### config.mk
export PLATFORM = sky130hd
export DESIGN_NAME = sram_req_arbiter
export DESIGN_NICKNAME = d
export VERILOG_FILES = /design/src/rtl/sram_arb_pkg.sv /design/src/rtl/sram_req_arbiter_tag_fifo.sv /design/src/rtl/sram_req_arbiter.sv
export SDC_FILE = /design/constraint.sdc
export NUM_CORES = 1
export LEC_CHECK = 0
export CORE_AREA = 10 10 117 119
export CTS_CLUSTER_DIAMETER = 100
export DETAILED_ROUTE_END_ITERATION = 12
export DIE_AREA = 0 0 127 129
export GPL_TIMING_DRIVEN = 0
export HOLD_SLACK_MARGIN = 0.03
export PLACE_DENSITY = 0.71
export REMOVE_ABC_BUFFERS = 1
export SLEW_MARGIN = 20
export SYNTH_ARGS = -nofsm -noshare
export SYNTH_HDL_FRONTEND = slang
export SYNTH_SLANG_ARGS = --single-unit
### constraint.sdc
create_clock -name clk -period 1.6 [get_ports clk]
set_input_delay 0.32 -clock clk [delete_from_list [all_inputs] [get_ports clk]]
set_output_delay 0.32 -clock clk [all_outputs]
set_load 0.02 [all_outputs]
### src/rtl/sram_arb_pkg.sv
// Shared definitions for the sram request arbiter: requester tags,
// transfer size encodings and the supported outstanding-depth bound.
package sram_arb_pkg;

  typedef enum logic {
    SRC_INST = 1'b0,
    SRC_DATA = 1'b1
  } src_e;

  localparam logic [1:0] SIZE_B = 2'd0;
  localparam logic [1:0] SIZE_H = 2'd1;
  localparam logic [1:0] SIZE_W = 2'd2;

  localparam int unsigned MAX_OUTSTANDING_LIMIT = 4;

endpackage

### src/rtl/sram_req_arbiter_tag_fifo.sv
// In-order FIFO of 1-bit requester tags, one entry per transaction that
// has been accepted by memory and is still waiting for its response.
module tag_fifo #(
  parameter int unsigned DEPTH = 2
) (
  input  logic                         clk,
  input  logic                         rst_n,
  input  logic                         push,
  input  logic                         push_tag,
  input  logic                         pop,
  output logic                         full,
  output logic                         empty,
  output logic                         head,
  output logic [$clog2(DEPTH+1)-1:0]   count
);

  localparam int unsigned CW = $clog2(DEPTH + 1);
  localparam int unsigned PW = (DEPTH > 1) ? $clog2(DEPTH) : 1;

  logic [DEPTH-1:0] slots;
  logic [PW-1:0]    wr_ptr;
  logic [PW-1:0]    rd_ptr;
  logic             do_push;
  logic             do_pop;

  // Pointers wrap at DEPTH, which need not be a power of two.
  function automatic logic [PW-1:0] ptr_inc(input logic [PW-1:0] p);
    return (p == PW'(DEPTH - 1)) ? '0 : p + 1'b1;
  endfunction

  // Status flags and guarded push/pop strobes.
  always_comb begin
    full    = (count == CW'(DEPTH));
    empty   = (count == '0);
    do_push = push & ~full;
    do_pop  = pop & ~empty;
    head    = slots[rd_ptr];
  end

  // Pointer and occupancy bookkeeping.
  always_ff @(posedge clk or negedge rst_n) begin
    if (!rst_n) begin
      wr_ptr <= '0;
      rd_ptr <= '0;
      count  <= '0;
    end else begin
      if (do_push) wr_ptr <= ptr_inc(wr_ptr);
      if (do_pop)  rd_ptr <= ptr_inc(rd_ptr);
      case ({do_push, do_pop})
        2'b10:   count <= count + 1'b1;
        2'b01:   count <= count - 1'b1;
        default: count <= count;
      endcase
    end
  end

  // Tag storage; contents are only meaningful while counted as occupied.
  always_ff @(posedge clk) begin
    if (do_push) slots[wr_ptr] <= push_tag;
  end

endmodule

### src/rtl/sram_req_arbiter.sv
// Arbitrates the instruction and data sram-like requesters onto a single
// memory port and routes in-order responses back via a tag FIFO.
module sram_req_arbiter
  import sram_arb_pkg::*;
#(
  parameter int unsigned MAX_OUTSTANDING = 2
) (
  input  logic        clk,
  input  logic        resetn,
  input  logic        inst_req,
  input  logic        inst_wr,
  input  logic [1:0]  inst_size,
  input  logic [3:0]  inst_wstrb,
  input  logic [31:0] inst_addr,
  input  logic [31:0] inst_wdata,
  output logic        inst_addr_ok,
  output logic        inst_data_ok,
  output logic [31:0] inst_rdata,
  input  logic        data_req,
  input  logic        data_wr,
  input  logic [1:0]  data_size,
  input  logic [3:0]  data_wstrb,
  input  logic [31:0] data_addr,
  input  logic [31:0] data_wdata,
  output logic        data_addr_ok,
  output logic        data_data_ok,
  output logic [31:0] data_rdata,
  output logic        mem_req,
  output logic        mem_wr,
  output logic [1:0]  mem_size,
  output logic [3:0]  mem_wstrb,
  output logic [31:0] mem_addr,
  output logic [31:0] mem_wdata,
  input  logic        mem_addr_ok,
  input  logic        mem_data_ok,
  input  logic [31:0] mem_rdata,
  output logic        proto_err
);

  localparam int unsigned CW = $clog2(MAX_OUTSTANDING + 1);

  src_e          grant;
  logic          granted_req;
  logic          lock_vld;
  src_e          lock_src;
  logic          fifo_full;
  logic          fifo_empty;
  logic          fifo_head;
  logic [CW-1:0] fifo_count;
  logic          push;
  logic          pop;
  logic          resp_vld;

  // Grant: a pending (locked) source keeps the port; otherwise data wins.
  always_comb begin
    grant = SRC_INST;
    if (lock_vld && lock_src == SRC_INST && inst_req)      grant = SRC_INST;
    else if (lock_vld && lock_src == SRC_DATA && data_req) grant = SRC_DATA;
    else if (data_req)                                     grant = SRC_DATA;
  end

  // Request forwarding, payload mux and handshake/response routing.
  always_comb begin
    granted_req  = (grant == SRC_DATA) ? data_req : inst_req;
    mem_req      = resetn & granted_req & ~fifo_full;
    inst_addr_ok = mem_addr_ok & mem_req & (grant == SRC_INST);
    data_addr_ok = mem_addr_ok & mem_req & (grant == SRC_DATA);
    push         = mem_req & mem_addr_ok;
    pop          = mem_data_ok & ~fifo_empty;
    resp_vld     = resetn & pop;
    inst_data_ok = resp_vld & (fifo_head == SRC_INST);
    data_data_ok = resp_vld & (fifo_head == SRC_DATA);
    inst_rdata   = mem_rdata;
    data_rdata   = mem_rdata;
    if (grant == SRC_DATA) begin
      mem_wr    = data_wr;
      mem_size  = data_size;
      mem_wstrb = data_wstrb;
      mem_addr  = data_addr;
      mem_wdata = data_wdata;
    end else begin
      mem_wr    = inst_wr;
      mem_size  = inst_size;
      mem_wstrb = inst_wstrb;
      mem_addr  = inst_addr;
      mem_wdata = inst_wdata;
    end
  end

  // Lock tracking: hold the payload source while a request waits for addr_ok.
  always_ff @(posedge clk or negedge resetn) begin
    if (!resetn) begin
      lock_vld <= 1'b0;
      lock_src <= SRC_INST;
    end else if (mem_req && !mem_addr_ok) begin
      lock_vld <= 1'b1;
      lock_src <= grant;
    end else if (push) begin
      lock_vld <= 1'b0;
    end else if (lock_vld && !((lock_src == SRC_DATA) ? data_req : inst_req)) begin
      lock_vld <= 1'b0;
    end
  end

  // Sticky flag for responses that arrive with nothing outstanding.
  always_ff @(posedge clk or negedge resetn) begin
    if (!resetn)                        proto_err <= 1'b0;
    else if (mem_data_ok && fifo_empty) proto_err <= 1'b1;
  end

  tag_fifo #(
    .DEPTH (MAX_OUTSTANDING)
  ) u_tag_fifo (
    .clk      (clk),
    .rst_n    (resetn),
    .push     (push),
    .push_tag (grant),
    .pop      (pop),
    .full     (fifo_full),
    .empty    (fifo_empty),
    .head     (fifo_head),
    .count    (fifo_count)
  );

  // Occupancy never exceeds the configured depth.
  count_bound_a: assert property (@(posedge clk) disable iff (!resetn)
    fifo_count <= CW'(MAX_OUTSTANDING));

endmodule
==> impl_metrics.json <==
{
  "status": "finished with violations",
  "violations": "setup timing",
  "syn_area_um2": 1970,
  "area_growth_pct": 135,
  "clock-sinks": 9,
  "clock_skew_ps": 2.37,
  "ir_worst_vdd_mv": 0.830,
  "layout_setup_ws_ps": -487,
  "drtPass1Iterations": 4,
  "timing.final.crit_share": 1.30,
  "core_um2": 11300,
  "min_path_cells": 1,
  "mostFrequentLayoutCell": "clkdlybuf4s50_1",
  "synth_top_cell_area_share": 0.350,
  "clk_latency_ps": 230,
  "numPlacedInstances": 477,
  "max-clock-path-buffers": 2,
  "power_frac_clock": 0.120,
  "dr_total_vias": 2103,
  "maxCapViolCount": 0,
  "antenna_found_initial": 0,
  "tritoncts": "built",
  "cp.arrival_ps": 1770,
  "drtAntennaViolNets": 0,
  "drive_gt1_frac": 0.534,
  "p_int_mw": 2.41,
  "cts_max_level": 1,
  "gp_congestion": 0.775,
  "p_leak_nw": 2.05,
  "grt_usage": 0.139,
  "r2r-start": "lock_vld",
  "grt_pass1_vias": 2529,
  "r2r_cells": 8,
  "fmax_mhz": 479,
  "layoutNonFillerInstCount": 516,
  "maxSlewViolCount": 0,
  "synth_top_cell_by_area": "mux2_4",
  "die_w_um": 127,
  "drt_first_iter_violations": 44,
  "grt_max_degree": 11,
  "cts_inserted_buffers": 3,
  "synth_edf_count": 2,
  "ys_types": 21,
  "syn_avg_cell_area_um2": 10.8,
  "power.share.sequential": 0.112,
  "portBuffers": 224,
  "yosysWarnings": 0,
  "num_rows": 39,
  "hp-class": "register to register",
  "ys_seq_area_frac": 0.119,
  "final.min_clock_period_ps": 2090,
  "finalSetupViolCount": 76,
  "power.share.switching": 0.341,
  "worstSetupEndpoint": "mem_addr[26]",
  "final_hold_viol_count": 0,
  "place_hpwl_um": 10300,
  "synth.top_cells.by_area": "mux2_4, buf_4, mux2_2",
  "grt_pass1_wl_um": 17100,
  "startpoint": "lock_vld",
  "drt-wirelength-per-cell_um": 25.1,
  "tightest_slew_ps": 339,
  "ios": 321,
  "fin_hold_ws_ps": 469,
  "fp.dieArea_um2": 16400,
  "drcViolationCount": 0,
  "clk_pin_slew_ps": 40,
  "die_h_um": 129,
  "cp.required_ps": 1280,
  "reg2reg_to": "lock_src",
  "drt-total-wl_um": 12900,
  "rsz0062_at_grt": "true",
  "powerDensity_nw_per_um2": 789,
  "start_kind": "register",
  "post_drt_via_cell_ratio": 4.08,
  "crit_type": "register to output pin",
  "relSlewSlack": 0.773,
  "synthesis.instances": 182,
  "final_cell_mix": "clkdlybuf4s50_1, buf_6, mux2_4",
  "regToRegSetupSlack_ps": -100,
  "critPathMaxFanout": 10,
  "num_antenna_cells": 0,
  "synthArstFlopShare": 0.778,
  "pwr-share-comb": 0.768,
  "switchingPower_mw": 1.25,
  "synth_ff_type": "dfrtp_1",
  "pre_cts_ws_ps": -1440,
  "finalSetupTns_ps": -31660,
  "initial_core_util": 0.174,
  "fin_nets": 555,
  "fillerInstances": 1061,
  "grt_overflow_total": 0,
  "cts-root-buf": "clkbuf_16",
  "end_kind": "output pin",
  "ys_ff_latch": 9
}
[critical path, stage by stage, from the launching register on]
cell and delay (ps):
dfrtp_1 370, nand2_2 90, o21a_4 220, buf_12 130, buf_12 130, buf_16 150, mux2_4 300, buf_6 130
[flip-flops by register name, summed over array words and instances (netlist names)]
signal and count:
lock_vld 1, u_tag_fifo.wr_ptr 1, u_tag_fifo.slots 2, u_tag_fifo.rd_ptr 1, lock_src 1, proto_err 1, u_tag_fifo.count 2
[cells in the mapped netlist, types with 2 or more instances]
master    number
mux2_4        46
and3_1         3
o21a_1         3
edfxtp_1       2
buf_6          6
mux2i_1        2
buf_2          3
mux2_2        26
buf_4         64
nor2_1         6
xnor2_1        3
xor2_1         2
nand2_1        2
dfrtp_1        7
[repair_timing]
action / in CTS / in global routing
hold endpoints to repair: 0 / 7
resized for setup: 478 / 20
setup endpoints to repair: 85 / 81
setup buffers: 21 / 5
hold buffers: 0 / 1
pin swaps: 2 / 6
gates cloned: 7 / 2
[power by group through the flow]
| stage | clock (mW) | combinational, mW | sequential (mW) |
|---|---|---|---|
| 4_1_cts | 0.445 | 2.66 | 0.423 |
| 5_1_grt | 0.454 | 2.96 | 0.422 |
| 2_1_floorplan | 0 | 1.11 | 0.389 |
| 6_report | 0.440 | 2.81 | 0.409 |
| 3_5_place_dp | 0 | 2.05 | 0.407 |
| 3_3_place_gp | 0 | 2.09 | 0.400 |
[cells by family after synthesis]
logic type / Yosys count / synth area share
muxes: 74 / 0.509
buffers and inverters: 73 / 0.286
and+or+nand+nor: 15 / 0.0394
DFF: 9 / 0.119
AOI/OAI and AO/OA: 5 / 0.0178
xor gates and xnor gates: 5 / 0.0222
adders and majority gates: 1 / 0.00635
[final cells by class]
class | instances | area, um2 | share of cell area
Clock buffer | 4 | 78.8 | 0.0170
Multi-Input combinational cell | 101 | 1250 | 0.270
Sequential cell | 9 | 238 | 0.0513
Tap cell | 143 | 179 | 0.0386
Timing Repair Buffer | 259 | 2890 | 0.623
[how the worst min path moves through the flow]
stage               startpoint   endpoint
global placement     proto_err  proto_err
CTS                     resetn   lock_vld
finish               proto_err  proto_err
detailed placement   proto_err  proto_err
floorplan               resetn   lock_src
global route         proto_err  proto_err
[metrics by stage]
stage | util | cell area (um2) | power [mW]
2_1_floorplan | - | 1410 | 1.50
3_3_place_gp | 0.338 | 3830 | 2.49
3_5_place_dp | 0.341 | 3860 | 2.46
4_1_cts | 0.398 | 4510 | 3.52
5_1_grt | 0.409 | 4630 | 3.84
6_report | 0.409 | 4630 | 3.66
[layer usage]
metal	wire length, um	GRT usage
met4	21	0.00804
met2	6030	0.215
met3	2060	0.112
met1	4780	0.148
met5	47	0.0412
Note: power is estimated with default switching activity, not from simulation.
